File: config.mk
export PLATFORM = sky130hd
export DESIGN_NAME = regfile_wr_demux
export DESIGN_NICKNAME = d
export VERILOG_FILES = /design/src/rtl/regfile_wr_demux_pkg.sv /design/src/rtl/regfile_wr_demux_reg_en.sv /design/src/rtl/regfile_wr_demux.sv
export SDC_FILE = /design/constraint.sdc
export NUM_CORES = 1
export LEC_CHECK = 0
export CAP_MARGIN = 25
export CORE_ASPECT_RATIO = 1.75
export CORE_MARGIN = 5
export CORE_UTILIZATION = 63
export DETAILED_ROUTE_END_ITERATION = 8
export GPL_TIMING_DRIVEN = 0
export PLACE_DENSITY_LB_ADDON = 0.15
export SLEW_MARGIN = 5
export SYNTH_ARGS = -nofsm -noshare
export SYNTH_HDL_FRONTEND = slang
export SYNTH_SLANG_ARGS = --single-unit
File: constraint.sdc
create_clock -name clk -period 4.4 [get_ports clk]
set_clock_uncertainty 0.2 [all_clocks]
set_input_delay 0.66 -clock clk [delete_from_list [all_inputs] [get_ports clk]]
set_output_delay 0.66 -clock clk [all_outputs]
set_load 0.005 [all_outputs]
File: src/rtl/regfile_wr_demux_pkg.sv
// Shared constants and types for the register file slice.
// Default geometry: 8 registers of 16 bits, addressed by a 3-bit select.
package regfile_wr_demux_pkg;

  localparam int RF_WIDTH = 16;
  localparam int RF_NREGS = 8;
  localparam int RF_ASEL  = 3;

  typedef logic [RF_ASEL-1:0]  rf_sel_t;
  typedef logic [RF_WIDTH-1:0] rf_word_t;

endpackage

File: src/rtl/regfile_wr_demux_reg_en.sv
// One register-file entry: a WIDTH-bit register with write enable, plus a
// sticky flag recording that the entry has been written since reset.
module reg_en #(
  parameter int WIDTH = 16
) (
  input  logic             clk_i,
  input  logic             rst_i,
  input  logic             en_i,
  input  logic [WIDTH-1:0] d_i,
  output logic [WIDTH-1:0] q_o,
  output logic             valid_o
);

  logic [WIDTH-1:0] data_q, data_d;
  logic             valid_q, valid_d;

  always_comb begin
    data_d  = data_q;
    valid_d = valid_q;
    if (en_i) begin
      data_d  = d_i;
      valid_d = 1'b1;
    end
  end

  // Reset wins over a write arriving on the same edge.
  always_ff @(posedge clk_i) begin
    if (rst_i) begin
      data_q  <= '0;
      valid_q <= 1'b0;
    end else begin
      data_q  <= data_d;
      valid_q <= valid_d;
    end
  end

  assign q_o     = data_q;
  assign valid_o = valid_q;

endmodule

File: src/rtl/regfile_wr_demux.sv
// Register file: one decoded write port fanning writeData to a single entry,
// two combinational read ports with optional same-cycle write bypass.
module regfile_wr_demux
  import regfile_wr_demux_pkg::*;
#(
  parameter int WIDTH  = RF_WIDTH,
  parameter int NREGS  = RF_NREGS,
  parameter int ASEL   = RF_ASEL,
  parameter int BYPASS = 1
) (
  input  logic             clk,
  input  logic             rst,
  input  logic [ASEL-1:0]  writeRegSel,
  input  logic [WIDTH-1:0] writeData,
  input  logic             write,
  input  logic [ASEL-1:0]  read1RegSel,
  input  logic [ASEL-1:0]  read2RegSel,
  output logic [WIDTH-1:0] read1Data,
  output logic [WIDTH-1:0] read2Data,
  output logic [NREGS-1:0] wrValid
);

  logic [NREGS-1:0] wr_en;
  logic [WIDTH-1:0] regs_q [NREGS];
  logic             byp1, byp2;

  for (genvar i = 0; i < NREGS; i++) begin : g_reg
    assign wr_en[i] = write && (writeRegSel == ASEL'(i));

    reg_en #(.WIDTH(WIDTH)) u_reg (
      .clk_i   (clk),
      .rst_i   (rst),
      .en_i    (wr_en[i]),
      .d_i     (writeData),
      .q_o     (regs_q[i]),
      .valid_o (wrValid[i])
    );
  end

  // Bypass is purely combinational, so it is visible even while rst is held.
  assign byp1 = (BYPASS != 0) && write && (read1RegSel == writeRegSel);
  assign byp2 = (BYPASS != 0) && write && (read2RegSel == writeRegSel);

  assign read1Data = byp1 ? writeData : regs_q[read1RegSel];
  assign read2Data = byp2 ? writeData : regs_q[read2RegSel];

endmodule

Word level (Yosys, flattened, before mapping)
Cells that the tools add are included.
Widths: inputs -> output; s select.
- input port bits: 28
- word-level logic and storage cells: 48
- register bits: 136
- output and inout bits: 40
- order comparisons: 2
- reduce and logical (&&, ||, !) cells: 11
- eq/ne operators: 9
- bitwise logic cells: 2
- muxes and demuxes: 8
- operators with widths (kind ; number):
    $bmux 16 s3 ; 2
    $mux 16 ; 6
    $eq 3x3->1 const B ; 4
    $logic_and 1x1->1 ; 10
    $ge 4x4->1 const B ; 2
    $not 3->4 ; 2
    $eq 3x2->1 const B ; 2
    $eq 3x3->1 ; 2
    $eq 3x1->1 const B ; 1
    $logic_not 3->1 ; 1

Longest topological paths before layout
Gate-level depths: netlist of the first run.
- depth after elaboration: 5
- gate-level depth with buffers: 7
- mapped depth without buffers: 3

Cells and area by module
From an unflattened synthesis of the first run, not the netlist that was laid out.
- cells, all modules: 613
- area, all modules: 7592.3 µm²
- by module, submodules not included (module ; cells an instance ; times used ; area an instance (µm²) ; sequential area each (µm²)):
    reg_en ; 55 ; 8 ; 609.3 ; 340.3
    regfile_wr_demux ; 173 ; 1 ; 2717.6 ; 0.0

Least setup slack after synthesis of the first run
No wires, ideal clock.
- path kind: in2out
- from: input port read1RegSel[0]
- to: output port read1Data[12]
- stages: 5
- data arrival time: 1947 ps
- path slack: 1593 ps
- path through: buf_6 -> buf_6 -> mux4_1 -> mux2_2 -> mux2_4
- cells in the longest elaborated chain, start to end: 5
- RTL lines (element ; RTL line ; RTL):
    start: declaration ; regfile_wr_demux.sv:16 ; input logic [ASEL-1:0] read1RegSel,
    $not 3->4 (implied by the code) ; regfile_wr_demux.sv:44 ; assign read1Data = byp1 ? writeData : regs_q[read1RegSel];
    $bmux 16 s3 ; regfile_wr_demux.sv:44 ;
    $mux 16 (implied by the code) (2 in a row) ; regfile_wr_demux.sv:44 ;
    $mux 16 * ; regfile_wr_demux.sv:44 ;
    end: declaration ; regfile_wr_demux.sv:18 ; output logic [WIDTH-1:0] read1Data,
Mark *: on every way between the ends. The rest lies on a longest branch, timed or not. The select of a mux whose other input is x is not followed.

Worst setup path in the final report of the first run
- from: input port write
- to: output port read2Data[11]
- cells in the longest elaborated chain, start to end: 2
- RTL lines (element ; RTL line ; RTL):
    start: declaration ; regfile_wr_demux.sv:15 ; input logic write,
    $logic_and 1x1->1 ; regfile_wr_demux.sv:42 ; assign byp2 = (BYPASS != 0) && write && (read2RegSel == writeRegSel);
    $mux 16 ; regfile_wr_demux.sv:45 ; assign read2Data = byp2 ? writeData : regs_q[read2RegSel];
    end: declaration ; regfile_wr_demux.sv:19 ; output logic [WIDTH-1:0] read2Data,
Every way passes these cells.

==> results.txt, run 1 <==
The routed wire length per instance came out at 24.3 um. In the global route stage, overall resource usage came out at 0.339. TritonCTS built the clock tree. Leaving out fill and tap cells, the most frequent cell in the layout is sky130_fd_sc_hd__nand2_1.

The number of top-level pins came out at 68. The post-synthesis cell type count is 22. After clock tree synthesis, the clock-pin slew on the worst setup and hold paths is 0.06 ns. The largest stage delay on the critical path is 0.64 ns.

The count of standard-cell rows is 53. The adder and majority cell fraction of the synthesized area is 0. The buffer count from post-CTS setup fixing came out at 0. For the final routed database, the setup TNS stands at 0 ns.

The worst supply voltage drop on vdd is 0.301 mV. The growth of design area from synthesis to finish is 16.5%. At the end of routability-driven placement, the weighted congestion stood at 0.933. The endpoint identified for the worst register-to-register timing path is g_reg[1].u_reg.q_o[6]. The worst setup path is captured at an output pin. The tightest hold path in the finished design has a slack of 0.265 ns. Walking the worst path, the cells encountered are clkdlybuf4s50_1 -> buf_2 -> nand4_1 -> buf_4 -> mux2_4 -> clkdlybuf4s50_1.

For this run, the register share of the synthesized area comes to 0.357. Port buffering added 41 buffers. The total clock sinks came out at 136. The worst hold path depth came out at 2.

The max-slew violation count was 0. The height of the die came out at 155 um. The reg2reg setup slack came out at 3.47 ns. The largest family of logic cells by synthesized area is multiplexers. Yosys printed 0 warnings.

The via count of the first global-routing pass came out at 6,786. Counting the buffers created by CTS gives 17. The compound-cell area share of the yosys netlist is 0.0841. The slowest stage of the critical path is the sky130_fd_sc_hd__clkdlybuf4s50_1 cell. The worst path in the final design needs a cycle of 3.91 ns, including I/O delays and setup. The worst endpoint data arrival time came out at 3.05 ns. The final hold violation count came out at 0.

The worst hold path belongs to the class flop to flop. Setup repair after global routing left no endpoint under its margin. The diode insertion count for antenna repair is 0. The endpoint required time on the critical path is 3.54 ns. The detail route stage leaves a number of antenna-violating nets equal to 0. For the pin with the worst max-slew slack, the measured transition is 0.692 ns. The normalized max-slew margin is 0.539.

The first-pass iteration count of the detailed router came out at 7. The final setup violation count is 0. The total power is 3.27 mW. The net count of the mapped netlist is 811. The path with the worst hold slack has its endpoint at g_reg[2].u_reg.q_o[3]. The via count is 6,640. Buffers inserted to repair hold after CTS numbered 0.

Summed over all nets, the half-perimeter wirelength after detailed placement is 16.4 mm. Power spread over the standard cell area amounts to 368 mW/mm^2. The origin of the worst min-delay path is g_reg[2].u_reg.q_o[3]. The total number of H-tree levels is 4.

STA classifies the critical path startpoint as an input port. The maximum number of pins on one net before global-route repair came out at 17. The synthesis-stage register bit count is 136. The XOR/XNOR share of the synthesized area is 0.00690. The maximum clock frequency is 256 MHz. After technology mapping, the gate count stands at 783. The maximum buffer depth of the clock tree came out at 2. The run finished with clean final reports. The setup path with the least slack is of type input port to output pin. The net count of the finished layout came out at 871.

For this configuration, the core starts out at a cell density of 0.638. The detailed router finished its first iteration with 534 violations. Of all nets on the critical path, the largest fanout is 10. By instance count, the cell type seen most on the critical path is sky130_fd_sc_hd__clkdlybuf4s50_1. The worst reg-to-reg path cell count came out at 2. The cell at the root of the clock tree is sky130_fd_sc_hd__clkbuf_16. The ratio of final minimum period to clock period is 0.889. The floorplan step defined a die boundary enclosing 0.0145 mm^2.

In this run the critical register-to-register path is launched from g_reg[1].u_reg.q_o[6]. The global route total overflow is 0. The clock latency at the later pin of the worst-skew pair is 0.42 ns. The tool flagged a number of max-cap violations equal to 0.

The layout cell share with drive strength beyond 1 came out at 0.185. The global-route wire length before repair is 36.6 mm. The post-CTS resize count came out at 0. The analysis attributes to cell leakage a power of 3.53 nW. The share of cell area taken by muxes after synthesis is 0.321. In this run the cell area of the synthesized design comes to 0.00762 mm^2.

The mean instance size in the synthesized netlist came out at 9.73 um^2. The fraction of the mapped netlist area in simple logic gates is 0.158. In this run the standard cell core region covers 0.0119 mm^2. The top cell types in the final layout, fill and taps aside, are sky130_fd_sc_hd__nand2_1 (256), sky130_fd_sc_hd__dfxtp_1 (136), sky130_fd_sc_hd__a21oi_1 (128), sky130_fd_sc_hd__mux4_1 (54), sky130_fd_sc_hd__clkbuf_1 (45). The initial antenna violation count came out at 0.

The final routed wirelength across all metal layers came out at 24.1 mm. Measured along the x axis, the die boundary spans 93.1 um. After detailed routing, the number of vias per cell comes to 6.69. The DRC violation count after routing is 0.
## per-layer routing
layer | vias to the layer above | global-route usage | wire length (um)
met5 | - | 0 | 0
met4 | 0 | 0.266 | 2100
met1 | 3173 | 0.361 | 8050
li1 | 2889 | - | -
met2 | 440 | 0.574 | 12000
met3 | 138 | 0.0692 | 1940
## synthesized netlist by cell type (all sizes together)
cell | n | area share
nand2 | 256 | 0.13
dfxtp | 136 | 0.36
a21oi | 128 | 0.084
mux2 | 64 | 0.11
mux4 | 64 | 0.22
buf | 51 | 0.051
clkbuf | 44 | 0.022
nor2 | 16 | 0.0079
xnor2 | 6 | 0.0069
and4b | 3 | 0.0039
nand4 | 3 | 0.0025
nand4b | 3 | 0.0034
nand4bb | 3 | 0.0044
nor4bb | 3 | 0.0039
and4 | 1 | 0.0011
nor4b | 1 | 0.0031
or4b | 1 | 0.0013
## per-stage QoR
step,instances,utilization,cell area [um^2],worst slack (ns)
detailed placement,961,0.687,8200,0.528
CTS,993,0.744,8880,0.514
global placement,961,0.687,8200,0.564
global route,993,0.744,8880,0.363
floorplan,783,-,7620,1.59
finish,993,0.744,8880,0.489
## worst max-delay path, delay by kind of cell
kind                   cells  cell delay, ns
buffers and inverters      4            1.72
AND/OR/NAND/NOR            1            0.35
multiplexers               1            0.31
## worst max-delay path by stage
stage,startpoint,end,slack (ns),cells past startpoint
2_1_floorplan,read1RegSel[0],read1Data[12],1.59,5
4_1_cts,write,read2Data[11],0.51,6
3_5_place_dp,write,read2Data[11],0.53,6
3_3_place_gp,write,read2Data[6],0.56,6
6_report,write,read2Data[11],0.49,6
5_1_grt,write,read2Data[6],0.36,6
## sequential cells by signal, summed over array words and instances, names as in the netlist
| signal | count |
|---|---|
| g.u_reg.q_o | 128 |
| g.u_reg.valid_o | 8 |
## cells by family (layout without fill, tap and decap cells)
group                     after synthesis  count (layout)
DFF                                   136             136
xor gates and xnor gates                6               6
buffers and inverters                  95             168
and+or+nand+nor                       290             290
AOI/OAI and AO/OA                     128             128
muxes                                 128             128
## final cells by class
type / instances / area (um^2)
Multi-Input combinational cell: 552 / 4340
Clock buffer: 20 / 457
Clock inverter: 12 / 221
Buffer: 95 / 556
Fill cell: 869 / 3060
Tap cell: 137 / 171
Sequential cell: 136 / 2720
Timing Repair Buffer: 41 / 410
## report_power, final
group	total (mW)	internal, mW	switching [mW]
logic	0.350	0.158	0.192
registers	1.28	1.26	0.0187
clock network	1.64	1.09	0.547
Power figures use the tool's default switching activity.
==> run 2: changes to the inputs <==
--- a/config.mk
+++ b/config.mk
@@ -5,11 +5,13 @@
 export SDC_FILE = /design/constraint.sdc
 export NUM_CORES = 1
 export LEC_CHECK = 0
+export ABC_AREA = 1
 export CAP_MARGIN = 25
 export CORE_ASPECT_RATIO = 1.75
 export CORE_MARGIN = 5
-export CORE_UTILIZATION = 63
+export CORE_UTILIZATION = 67
 export DETAILED_ROUTE_END_ITERATION = 8
+export DONT_BUFFER_PORTS = 1
 export GPL_TIMING_DRIVEN = 0
 export PLACE_DENSITY_LB_ADDON = 0.15
 export SLEW_MARGIN = 5
==> results.txt, run 2 <==
The flow ran to the end, and the final reports show no timing, DRC or antenna violations. The worst endpoint data arrival time is 2.04 ns (-1.01 ns). The number of port buffers came out at 0 (-100%). The kind of start point of the critical path is an input port. The first-pass iteration count of the detailed router came out at 8 (+1). The compound-cell area share of the yosys netlist is 0.120 (+0.0356).

The routability-driven placement congestion ratio is 0.984 (+5.6%). Counting stages on the worst path, the most repeated cell is sky130_fd_sc_hd__nand3_1. The maximum clock frequency came out at 344 MHz (+35%). The worst supply voltage drop on vdd came out at 0.307 mV (+2.0%).

The async set or reset register ratio after synthesis came out at 0 (unchanged). The average vias per placed instance came out at 6.04 (-9.6%). The total routing resource utilization after global routing is 0.392 (+0.0530). Leaving out fill and tap cells, the most frequent cell in the layout is sky130_fd_sc_hd__nand2_1. The largest stage delay on the critical path was 0.50 ns (-0.14 ns). The final setup violation count came out at 0 (unchanged). In the synthesized netlist the dominant register cell turns out to be sky130_fd_sc_hd__dfxtp_1. The overall die width came out at 91.9 um (-1.3%).

By instance count, the leading cell after synthesis is sky130_fd_sc_hd__nand2_1. The initial standard-cell utilization of the core came to 0.683 (+0.0444). The maximum buffer depth of the clock tree came out at 2 (unchanged). The quantity of hold-fixing buffers added after cts is 0 (unchanged). The die area came out at 0.0141 mm^2 (-2.7%). The maximum number of pins on one net before global-route repair came out at 17 (unchanged). The normalized max-slew margin was 0.495 (-0.0439).

The clock latency at the later pin of the worst-skew pair is 0.42 ns (about the same). The violation count after the first detailed-routing iteration is 1,145 (+110%). The reported max-cap violation count came to 0 (unchanged). The area share of the largest cell type after synthesis is 0.346 (-0.0110).

The diode insertion count for antenna repair was 0 (unchanged). The via count came to 8,602 (+30%). The area of the core came to 0.0115 mm^2 (-3.5%). The number of top-level pins was 68 (unchanged). The library cells used most frequently in the layout, excluding fill and tap cells, are sky130_fd_sc_hd__nand2_1 (350), sky130_fd_sc_hd__nand3_1 (238), sky130_fd_sc_hd__nor2_1 (140), sky130_fd_sc_hd__inv_1 (136), sky130_fd_sc_hd__dfxtp_1 (136). The growth of design area from synthesis to finish is 10.2%. The max-slew violation count came out at 0 (unchanged).

The buffer count from post-CTS setup fixing came out at 0 (unchanged). The post-route setup TNS is 0 ns (unchanged). The share of cell area taken by muxes after synthesis is 0 (-0.321).

The cell total after placement is 1,391 (+45%). The via count of the first global-routing pass is 8,253 (+22%). The number of instances in the synthesized netlist is 1,256 (+60%). The adder and majority cell fraction of the synthesized area is 0 (unchanged). The count of antenna-violating nets left after detailed routing was 0 (unchanged). The layout cell share with drive strength beyond 1 came out at 0.0947 (-0.0899). The global route total overflow is 0 (unchanged). The half-perimeter wire length after placement is 20.6 mm (+26%). The cell at the root of the clock tree is sky130_fd_sc_hd__clkbuf_16. The height of the die came out at 153 um (-1.4%). The startpoint-to-endpoint class of the critical path is input port to output pin. The post-synthesis cell type with the largest combined area is sky130_fd_sc_hd__dfxtp_1. The part of the Yosys area used for sequential elements is 0.346 (-0.0110).

The ratio of final minimum period to clock period came to 0.660 (-0.229). The total of warnings raised by yosys is 0 (unchanged). Traced cell by cell, the critical path runs through buf_2 -> inv_2 -> clkbuf_1 -> nand3_1 -> nand3_1 -> nand3_1 -> nand2_1. The reported leakage power is 4.06 nW (+15%). Setup repair after global routing left no endpoint under its margin.

The final routed wirelength across all metal layers is 27.5 mm (+14%). The post-CTS resize count is 0 (unchanged). The count of standard-cell rows is 52 (-1.9%). The net count of the mapped netlist is 1,284 (+58%). The synthesis-stage register bit count came out at 136 (unchanged). The total standard cell area after synthesis is 0.00786 mm^2 (+3.2%). In this run the worst hold path is classified as flop to flop.

The final hold violation count is 0 (unchanged). TritonCTS built the clock tree. The endpoint required time on the critical path came out at 3.54 ns (about the same). Ranked by total cell area, the synthesized netlist is headed by sky130_fd_sc_hd__dfxtp_1 (35%), sky130_fd_sc_hd__nand2_1 (17%), sky130_fd_sc_hd__nand3_1 (15%). The XOR/XNOR share of the synthesized area came to 0 (-0.00690). The slew at the pin closest to its max-slew limit is 0.758 ns (+0.0658 ns). The core utilization of the finished layout came out at 0.753 (+0.00858). The mean instance size in the synthesized netlist came to 6.26 um^2 (-36%).

The total number of H-tree levels came out at 4 (unchanged). The slowest stage of the critical path is the sky130_fd_sc_hd__clkbuf_1 cell. The number of flops mapped to enable cells by yosys came out at 0 (unchanged). The final period demand of the worst path is 2.90 ns (-1.01 ns).

The clock transition at the registers of the reported paths came to 0.06 ns (about the same). The global-route wire length before repair is 43.2 mm (+18%). The net count of the finished layout came out at 1,303 (+50%). By area, the combinational part of the netlist is dominated by simple AND/OR/NAND/NOR gates. The total clock sinks is 136 (unchanged).

The peak fanout along the critical path is 10 (unchanged). The number of buffers created by CTS is 17 (unchanged). The DRC violation count after routing came to 0 (unchanged). The number of flip-flops in the largest register is 128 (unchanged). By count the netlist is led by sky130_fd_sc_hd__nand2_1 (350), sky130_fd_sc_hd__nand3_1 (238), sky130_fd_sc_hd__nor2_1 (140).

The areal power density over the cells is 387 mW/mm^2 (+5.1%). The routed wire length per instance came to 19.3 um (-20%). The final cell count without fillers came out at 1,423 (+43%). The fraction of the mapped netlist area in simple logic gates came out at 0.393 (+0.236).

The post-synthesis cell type count came to 19 (-14%). The initial antenna violation count is 0 (unchanged). The worst setup path is captured at an output pin.
-- run 2: cell count changes in the layout (fill, tap and decap cells not counted), moves of 41 or more --
cell	delta
sky130_fd_sc_hd__a211oi_1	+120
sky130_fd_sc_hd__a21oi_1	-120
sky130_fd_sc_hd__clkdlybuf4s50_1	-41
sky130_fd_sc_hd__inv_1	+136
sky130_fd_sc_hd__mux2_2	-42
sky130_fd_sc_hd__mux4_1	-54
sky130_fd_sc_hd__nand2_1	+94
sky130_fd_sc_hd__nand3_1	+238
sky130_fd_sc_hd__nor2_1	+124
-- run 2: critical path, delay by kind of cell --
kind                   cells  cell delay [ns]
buffers and inverters      3             0.83
and+or+nand+nor            4             0.54
-- run 2: routing by layer --
metal	vias up	track usage	wire length (um)
met5	-	0	0
met4	0	0.274	2140
met3	180	0.0821	2540
met2	585	0.670	13300
met1	3765	0.424	9510
li1	4072	-	-
-- run 2: kinds of logic after synthesis --
group	after synthesis
DFF	136
and+or+nand+nor	735
AOI/OAI and AO/OA	128
buffers and inverters	257
-- run 2: final cells by class --
| cell class | count | area [um^2] |
|---|---|---|
| Clock inverter | 14 | 195 |
| Sequential cell | 136 | 2720 |
| Buffer | 116 | 573 |
| Multi-Input combinational cell | 863 | 4040 |
| Tap cell | 135 | 169 |
| Inverter | 141 | 533 |
| Clock buffer | 18 | 439 |
| Fill cell | 930 | 2850 |
-- run 2: power by group --
| group | internal, mW | switching (mW) | total (mW) |
|---|---|---|---|
| Sequential | 1.27 | 0.0127 | 1.29 |
| Combinational | 0.145 | 0.365 | 0.510 |
| Clock | 0.967 | 0.588 | 1.55 |
-- run 2: worst paths after layout --
kind                           from                endpoint  slack, ns  cells past startpoint
max                  read1RegSel[1]            read1Data[3]       1.50                      7
min          g_reg[6].u_reg.valid_o  g_reg[6].u_reg.valid_o       0.27                      2
max reg2reg  g_reg[2].u_reg.q_o[12]  g_reg[2].u_reg.q_o[12]       3.39                      2
min reg2reg  g_reg[6].u_reg.valid_o  g_reg[6].u_reg.valid_o       0.27                      2
-- run 2: stage by stage --
step	hold slack, ns	instance area (um^2)	total power [mW]	worst slack [ns]
2_1_floorplan	0.240	7860	1.66	2.04
3_3_place_gp	0.251	8030	1.79	1.60
3_5_place_dp	0.258	8030	1.80	1.61
4_1_cts	0.273	8670	3.32	1.58
5_1_grt	0.305	8670	3.44	1.48
6_report	0.270	8670	3.35	1.50
